==> config.mk <==
export PLATFORM = sky130hd
export DESIGN_NAME = vga_sprite_compositor
export DESIGN_NICKNAME = d
export VERILOG_FILES = /design/src/rtl/vga_sprite_compositor.sv
export SDC_FILE = /design/constraint.sdc
export NUM_CORES = 1
export LEC_CHECK = 0
export BUFFER_PORTS_ARGS = -buffer_cell sky130_fd_sc_hd__buf_2
export CAP_MARGIN = 20
export CORE_ASPECT_RATIO = 1.4
export CORE_MARGIN = 4
export CORE_UTILIZATION = 49
export DETAILED_ROUTE_END_ITERATION = 8
export HOLD_SLACK_MARGIN = 0.08
export PLACE_DENSITY_LB_ADDON = 0.12
export SLEW_MARGIN = 30
export SYNTH_ARGS = -nofsm -noshare
export SYNTH_HDL_FRONTEND = slang
export SYNTH_SLANG_ARGS = --single-unit
==> constraint.sdc <==
create_clock -name clk -period 1.71 [get_ports clk]
set_input_delay 0.2565 -clock clk [delete_from_list [all_inputs] [get_ports clk]]
set_output_delay 0.2565 -clock clk [all_outputs]
set_load 0.005 [all_outputs]
==> src/rtl/vga_sprite_compositor.sv <==
// vga_sprite_compositor
// 640x480 VGA raster generator that also requests pixels from two sprite readers.
// Sync, blank and colour are re-aligned to the sprite-reader reply latency.
// The composite priority is sprite 0, then sprite 1, then background, in RGB332.
// Optional feature macro: SPRITE_OVERLAP_EN. When it is defined, the block reports
// whether the two sprites overlapped during the previous frame.
module vga_sprite_compositor #(
    parameter int H_ACTIVE   = 640,
    parameter int H_FP       = 16,
    parameter int H_SYNC     = 96,
    parameter int H_BP       = 48,
    parameter int V_ACTIVE   = 480,
    parameter int V_FP       = 10,
    parameter int V_SYNC     = 2,
    parameter int V_BP       = 33,
    parameter int SPRITE_LAT = 2
) (
    input  logic       clk,
    input  logic       rst_n,
    input  logic       pix_en,
    output logic [9:0] px_x,
    output logic [9:0] px_y,
    input  logic       s0_visible,
    input  logic [7:0] s0_data,
    input  logic       s1_visible,
    input  logic [7:0] s1_data,
    input  logic [7:0] bg_color,
    output logic [7:0] vga_rgb,
    output logic       hsync,
    output logic       vsync,
    output logic       blank_n,
    output logic       frame_start,
    output logic       overlap_flag
);

    localparam int H_TOTAL = H_ACTIVE + H_FP + H_SYNC + H_BP;
    localparam int V_TOTAL = V_ACTIVE + V_FP + V_SYNC + V_BP;

    localparam logic [9:0] H_LAST   = 10'(H_TOTAL - 1);
    localparam logic [9:0] V_LAST   = 10'(V_TOTAL - 1);
    localparam logic [9:0] H_ACT    = 10'(H_ACTIVE);
    localparam logic [9:0] V_ACT    = 10'(V_ACTIVE);
    localparam logic [9:0] HS_START = 10'(H_ACTIVE + H_FP);
    localparam logic [9:0] HS_END   = 10'(H_ACTIVE + H_FP + H_SYNC - 1);
    localparam logic [9:0] VS_START = 10'(V_ACTIVE + V_FP);
    localparam logic [9:0] VS_END   = 10'(V_ACTIVE + V_FP + V_SYNC - 1);

    logic x_wrap;
    logic y_wrap;
    logic frame_wrap;
    logic active_raw;
    logic hs_raw;
    logic vs_raw;

    // One stage per clk of sprite-reader latency; the last stage lines up with sN_*.
    logic [SPRITE_LAT-1:0] act_sr;
    logic [SPRITE_LAT-1:0] hs_sr;
    logic [SPRITE_LAT-1:0] vs_sr;
    logic                  d_active;
    logic                  d_hs;
    logic                  d_vs;
    logic [7:0]            pix_rgb;

    assign x_wrap     = (px_x == H_LAST);
    assign y_wrap     = (px_y == V_LAST);
    assign frame_wrap = pix_en & x_wrap & y_wrap;

    assign active_raw = (px_x < H_ACT) && (px_y < V_ACT);
    assign hs_raw     = !((px_x >= HS_START) && (px_x <= HS_END));
    assign vs_raw     = !((px_y >= VS_START) && (px_y <= VS_END));

    assign d_active = act_sr[SPRITE_LAT-1];
    assign d_hs     = hs_sr[SPRITE_LAT-1];
    assign d_vs     = vs_sr[SPRITE_LAT-1];

    // Raster counters: advance on pixel ticks, x wraps each line, y wraps each frame.
    always_ff @(posedge clk or negedge rst_n) begin
        if (!rst_n) begin
            px_x <= 10'd0;
            px_y <= 10'd0;
        end else if (pix_en) begin
            if (x_wrap) begin
                px_x <= 10'd0;
                px_y <= y_wrap ? 10'd0 : px_y + 10'd1;
            end else begin
                px_x <= px_x + 10'd1;
            end
        end
    end

    // Timing delay line shifts every clk, so a frozen raster settles after the full latency.
    always_ff @(posedge clk or negedge rst_n) begin
        if (!rst_n) begin
            act_sr <= '0;
            hs_sr  <= '1;
            vs_sr  <= '1;
        end else begin
            act_sr[0] <= active_raw;
            hs_sr[0]  <= hs_raw;
            vs_sr[0]  <= vs_raw;
            for (int i = 1; i < SPRITE_LAT; i++) begin
                act_sr[i] <= act_sr[i-1];
                hs_sr[i]  <= hs_sr[i-1];
                vs_sr[i]  <= vs_sr[i-1];
            end
        end
    end

    // Priority mux; sprite replies are ignored outside the active area.
    always_comb begin
        pix_rgb = 8'h00;
        if (d_active) begin
            if (s0_visible) begin
                pix_rgb = s0_data;
            end else if (s1_visible) begin
                pix_rgb = s1_data;
            end else begin
                pix_rgb = bg_color;
            end
        end
    end

    // Pin registers: colour, sync and blank leave together; frame_start is undelayed.
    always_ff @(posedge clk or negedge rst_n) begin
        if (!rst_n) begin
            vga_rgb     <= 8'h00;
            hsync       <= 1'b1;
            vsync       <= 1'b1;
            blank_n     <= 1'b0;
            frame_start <= 1'b0;
        end else begin
            vga_rgb     <= pix_rgb;
            hsync       <= d_hs;
            vsync       <= d_vs;
            blank_n     <= d_active;
            frame_start <= frame_wrap;
        end
    end

`ifdef SPRITE_OVERLAP_EN
    logic overlap_seen;

    // Collect overlap over a frame and publish it at the wrap; the wrap is always in blanking.
    always_ff @(posedge clk or negedge rst_n) begin
        if (!rst_n) begin
            overlap_seen <= 1'b0;
            overlap_flag <= 1'b0;
        end else if (frame_wrap) begin
            overlap_flag <= overlap_seen;
            overlap_seen <= 1'b0;
        end else if (d_active && s0_visible && s1_visible) begin
            overlap_seen <= 1'b1;
        end
    end
`else
    assign overlap_flag = 1'b0;
`endif

endmodule

Yosys cells after proc, flatten, opt, wreduce, memory -nomap -nowiden:

Cells that the tools add are included.

* muxes and demuxes: 5
* equal/unequal tests: 2
* add/sub/neg operators: 2
* order comparisons: 6
* bitwise operators: 2
* reductions and logical operators: 6

Operator list (count)
* $mux 8: 3
* $add 10x1->10 const B: 2
* $eq 10x10->1 const B: 2
* $mux 10: 2
* $ge 10x10->1 const B: 1
* $ge 10x9->1 const B: 1
* $le 10x10->1 const B: 1
* $le 10x9->1 const B: 1
* $lt 10x10->1 const B: 1
* $lt 10x9->1 const B: 1
* $logic_and 1x1->1: 3
* $and 1x1->1: 2
* $logic_not 1->1: 2
* $reduce_and 2->1: 1

* logic and storage cells: 33
* bits in registers: 38

Depth between registers and ports, before layout:

* depth in word-level cells: 3
* gate-level depth with buffers: 6
* mapped depth without buffers: 6

Worst setup path after synthesis:

Ideal clock, no wire load.

* kind: register to register
* from: reg px_x[0]
* to: reg px_y[9]
* arrival time: 1529 ps
* data required time: 1633 ps
* clock period less this slack: 1607 ps
* path slack: 103 ps
* cell stages (with the launch flop): 6
* path through: dfrtp_1 -> ha_1 -> and4_4 -> nand3_4 -> or4_1 -> a21oi_1

* longest elaborated chain between the ends: 2

Ends and longest elaborated chain
* from (decl): line 21 `output logic [9:0] px_x,`
* from (signal assigned): line 86 `px_x <= px_x + 10'd1;`
* $eq 10x10->1: line 64 `assign x_wrap = (px_x == H_LAST);`
* $reduce_and 2->1 (no line)
* to (signal assigned): line 84 `px_y <= y_wrap ? 10'd0 : px_y + 10'd1;`
* to (decl): line 22 `output logic [9:0] px_y,`

Every way passes these cells.
A chain may end at the register's enable or synchronous reset.

Worst setup path in the final report:

Same ends and word-level chain as after synthesis.

==> results <==
- The total length of routed wires is 3946 µm.
- The tree is rooted in a clkbuf_8.
- The placer's final routability congestion estimate is 0.8302.
- The later-pin clock latency in the skew report is 0.29 ns.
- The combined area of all synthesized cells is 1757 µm².
- The analysis attributes to cell leakage a power of 0.001124 µW.
- The cell family contributing the most delay on the critical path is simple AND/OR/NAND/NOR gates.
- In this run the cell area measured after placement is between 2000 and 2500 µm².
- The path with the worst hold slack has its endpoint at px_x[1]$_DFFE_PN0P_.
- The largest individual stage delay along the critical path comes from the cell or4_1.
- The mean cell area of the mapped netlist is 10.91 µm².
- The startpoint of the worst-slack reg-to-reg timing path is px_x[0]$_DFFE_PN0P_.
- After layout, the worst path uses ~94% of the clock period.
- The number of antenna violations at the first check in global routing came to 0.
- By startpoint and endpoint, the worst setup path is classified as reg -> reg.
- The count of buffers added on input and output ports is 60.
- The post-DP HPWL is just over 3000 µm.
- The core area is 3410 µm².
- In this run the worst hold path is classified as in -> reg.
- The worst path needs roughly 1.6 ns of the cycle, external delays included.
- Setup repair after global routing left no endpoint under its margin.
- The delay of the slowest critical-path stage is around 0.47 ns.
- The max-slew violation total from the final report came to 0.
- The critical path goes through ha_4 -> and4_4 -> nand3_4 -> or4_1 -> a21oi_1.
- The flow ran to the end, and the final reports show no timing, DRC or antenna violations.
- The setup total negative slack is 0 ns.
- The number of different library cells used by synthesis comes to 35.
- The combinational power share is 15.2%.
- The first routing iteration left 67 violations.
- STA classifies the critical path endpoint as a flip-flop.
- The top-level port count is just over 60.
- Sequential elements use 54.56% of the synthesized area.
- TritonCTS built the clock tree.
- The clock net sink count is 38.
- In this run the power spent charging and discharging nets is just under 600 µW.
- The detail route stage leaves a number of antenna-violating nets equal to 0.
- The total clock buffers created by CTS is 5.
- When the netlist entered floorplanning its net count stood at 194.
- Counting instances, the worst hold path has a depth of 2.
- For this run, design rule violations remaining after detail routing come to 0.
- The maximum frequency from static timing analysis is 624.7 MHz.
- The number of antenna repair diodes is 0.
- Setup violations remaining at the end of the flow were counted as 0.
- The post-route core utilization is 66.90%.
- The total overflow left after global routing is 0.
- The final-report hold violation count is 0.
- From synthesis to final layout, the design area changed by 29.84%.
- The number of global-route vias before repair is around 1600.
- Global routing used 18.79% of the available tracks.
- Summing over every cut layer, the via total after detailed routing is 1462.
- The library cells used most frequently in the layout, excluding fill and tap cells, are buf_2, dfrtp_1, nand2_1.
- In the final layout, the share of cells above drive strength 1 is between 30% and 40%.
- The minimum setup slack among reg-to-reg paths is 0.11 ns.
- Synthesis produced a netlist whose cell count is 161.
- The starting density of the core is 51.52%.
- Counting along the longest clock path gives a buffer depth of 2.
- The first global-routing pass estimated 6658 µm of wire.
- The vertical extent of the die is 78.85 µm.
- The critical register-to-register path endpoint is px_y[9]$_DFFE_PN0P_.
- The clock skew after layout is 0.008059 ns.
- The buffers inserted during post-CTS setup optimization is 0.
- The number of warning messages in the yosys log is 0.
- The number of buffers and inverters on the critical path is 0.
- IR analysis of the VDD net gives a maximum drop of 0.8095 mV.
- The worst path required time is between 1.5 and 2 ns.
- Leaving out fill and tap cells, the most frequent cell in the layout is buf_2.
- After the last flow step, the layout net total stands at 266.
- After detailed routing, the average wire length per cell comes to 14.40 µm.
- The worst hold path begins at pix_en.
- The pre-antenna-repair detailed-routing pass consisted of 4 iterations.
- The worst setup path is launched from a flip-flop.
- Cell internal power was estimated by the tool at 1570 µW.
- Max-cap violations in this run came to 0.
- Synthesis inferred 38 register bits.
- Net switching is a little over a quarter of the power.
- The pin count of the biggest net entering global routing is 39.
- In this run the power density over the cells is around 940 nW/µm².
- The data arrival time of the critical path is 1.82 ns.
- In this run the number of H-tree levels came out at 2.
- The cell row count is 25.
- The clock power share is 34.2%.
- The area of the die is between 4000 and 5000 µm².
- The finished cells cover 2281 µm².
- Dividing the detail-routed via count by the number of cells gives 5.336.
- The peak fanout along the critical path is 5.
- After clock tree synthesis, the clock-pin slew on the worst setup and hold paths is 0.08 ns.
- The sequential fraction of design power is 50.6%.
- The horizontal extent of the die is 58.61 µm.
- The worst reg2reg path depth is 5.
==> Yosys cell counts (all sizes together) <==
cell / n / area [µm²]
a21oi: 1 / 5.000
and2: 10 / 62.56
and3: 3 / 18.77
and4: 3 / 30.03
and4b: 1 / 10.01
buf: 1 / 7.510
clkbuf: 2 / 7.510
conb: 1 / 3.750
dfrtp: 32 / 800.8
dfstp: 6 / 157.7
ha: 4 / 50.05
inv: 5 / 18.77
mux2i: 9 / 90.09
nand2: 14 / 52.55
nand2b: 1 / 6.260
nand3: 11 / 67.57
nand4: 6 / 37.54
nand4b: 1 / 8.760
nor2: 9 / 33.78
nor3: 4 / 25.02
nor4: 2 / 12.51
nor4b: 1 / 8.760
nor4bb: 2 / 20.02
o21a: 2 / 15.01
o21ai: 13 / 65.06
o22ai: 1 / 6.260
o31ai: 1 / 7.510
or2: 1 / 6.260
or4: 1 / 7.510
xnor2: 9 / 78.83
xor2: 4 / 35.03
==> power groups by stage <==
stage	registers, µW	logic, µW	clock network (µW)
2_1_floorplan	1080	159	0
3_3_place_gp	1080	315	0
3_5_place_dp	1090	326	0
4_1_cts	1080	330	765
5_1_grt	1100	370	803
6_report	1090	327	735
==> kinds of logic after synthesis <==
kind of cell	share of synthesized area [%]
muxes	5.128
DFF	54.56
xor gates and xnor gates	6.482
buffers and inverters	1.924
and+or+nand+nor	23.22
AOI/OAI and AO/OA	5.627
other	0.2135
adders and majority gates	2.849
==> final cells by class <==
class                      count  area, µm²
clock inverter                 3      40.04
tap                           40      50.05
timing repair buffer          68      362.8
multi-input combinational    115      779.5
sequential                    38      960.9
inverter                       5      18.77
fill                         276       1129
clock buffer                   5      68.82
==> per-stage QoR <==
step / cells / worst slack (ns) / hold slack, ns / total power (µW)
floorplan: 161 / 0.1032 / -0.03909 / 1240
global placement: 265 / 0.1231 / 0.3202 / 1396
detailed placement: 265 / 0.03628 / 0.3362 / 1418
CTS: 274 / 0.01558 / 0.2448 / 2172
global route: 274 / 0.02012 / 0.2481 / 2273
finish: 274 / 0.1092 / 0.2554 / 2147
==> worst max-delay path by stage <==
stage / startpoint / to / slack (ns) / cells after the start
after global routing: px_y[0]$_DFFE_PN0P_ / px_y[4]$_DFFE_PN0P_ / 0.02 / 6
after detailed placement: px_x[0]$_DFFE_PN0P_ / px_y[9]$_DFFE_PN0P_ / 0.04 / 5
after floorplan: px_x[0]$_DFFE_PN0P_ / px_y[9]$_DFFE_PN0P_ / 0.10 / 5
after global placement: px_x[0]$_DFFE_PN0P_ / px_y[9]$_DFFE_PN0P_ / 0.12 / 5
final: px_x[0]$_DFFE_PN0P_ / px_y[9]$_DFFE_PN0P_ / 0.11 / 5
after CTS: px_x[0]$_DFFE_PN0P_ / px_y[9]$_DFFE_PN0P_ / 0.02 / 5
==> per-layer routing <==
metal	GRT usage (%)	part of all wire (%)
met1	18.77	35
met2	34.56	53
met3	4.553	8.7
met4	9.977	2.8
met5	0	0
==> timing repair <==
action                                  4_1_cts  5_1_grt
endpoints found under the setup margin        0        4
hold endpoints to repair                     32        0
gates resized for setup                       0        5
hold buffers                                  1        0
==> flip-flops by register name (all words and copies together), names as in the netlist <==
| name | count |
|---|---|
| frame_start | 1 |
| blank_n | 1 |
| hs_sr | 2 |
| px_x | 10 |
| act_sr | 2 |
| hsync | 1 |
| vga_rgb | 8 |
| vs_sr | 2 |
| px_y | 10 |
| vsync | 1 |
Note: power is estimated with default switching activity, not from simulation.
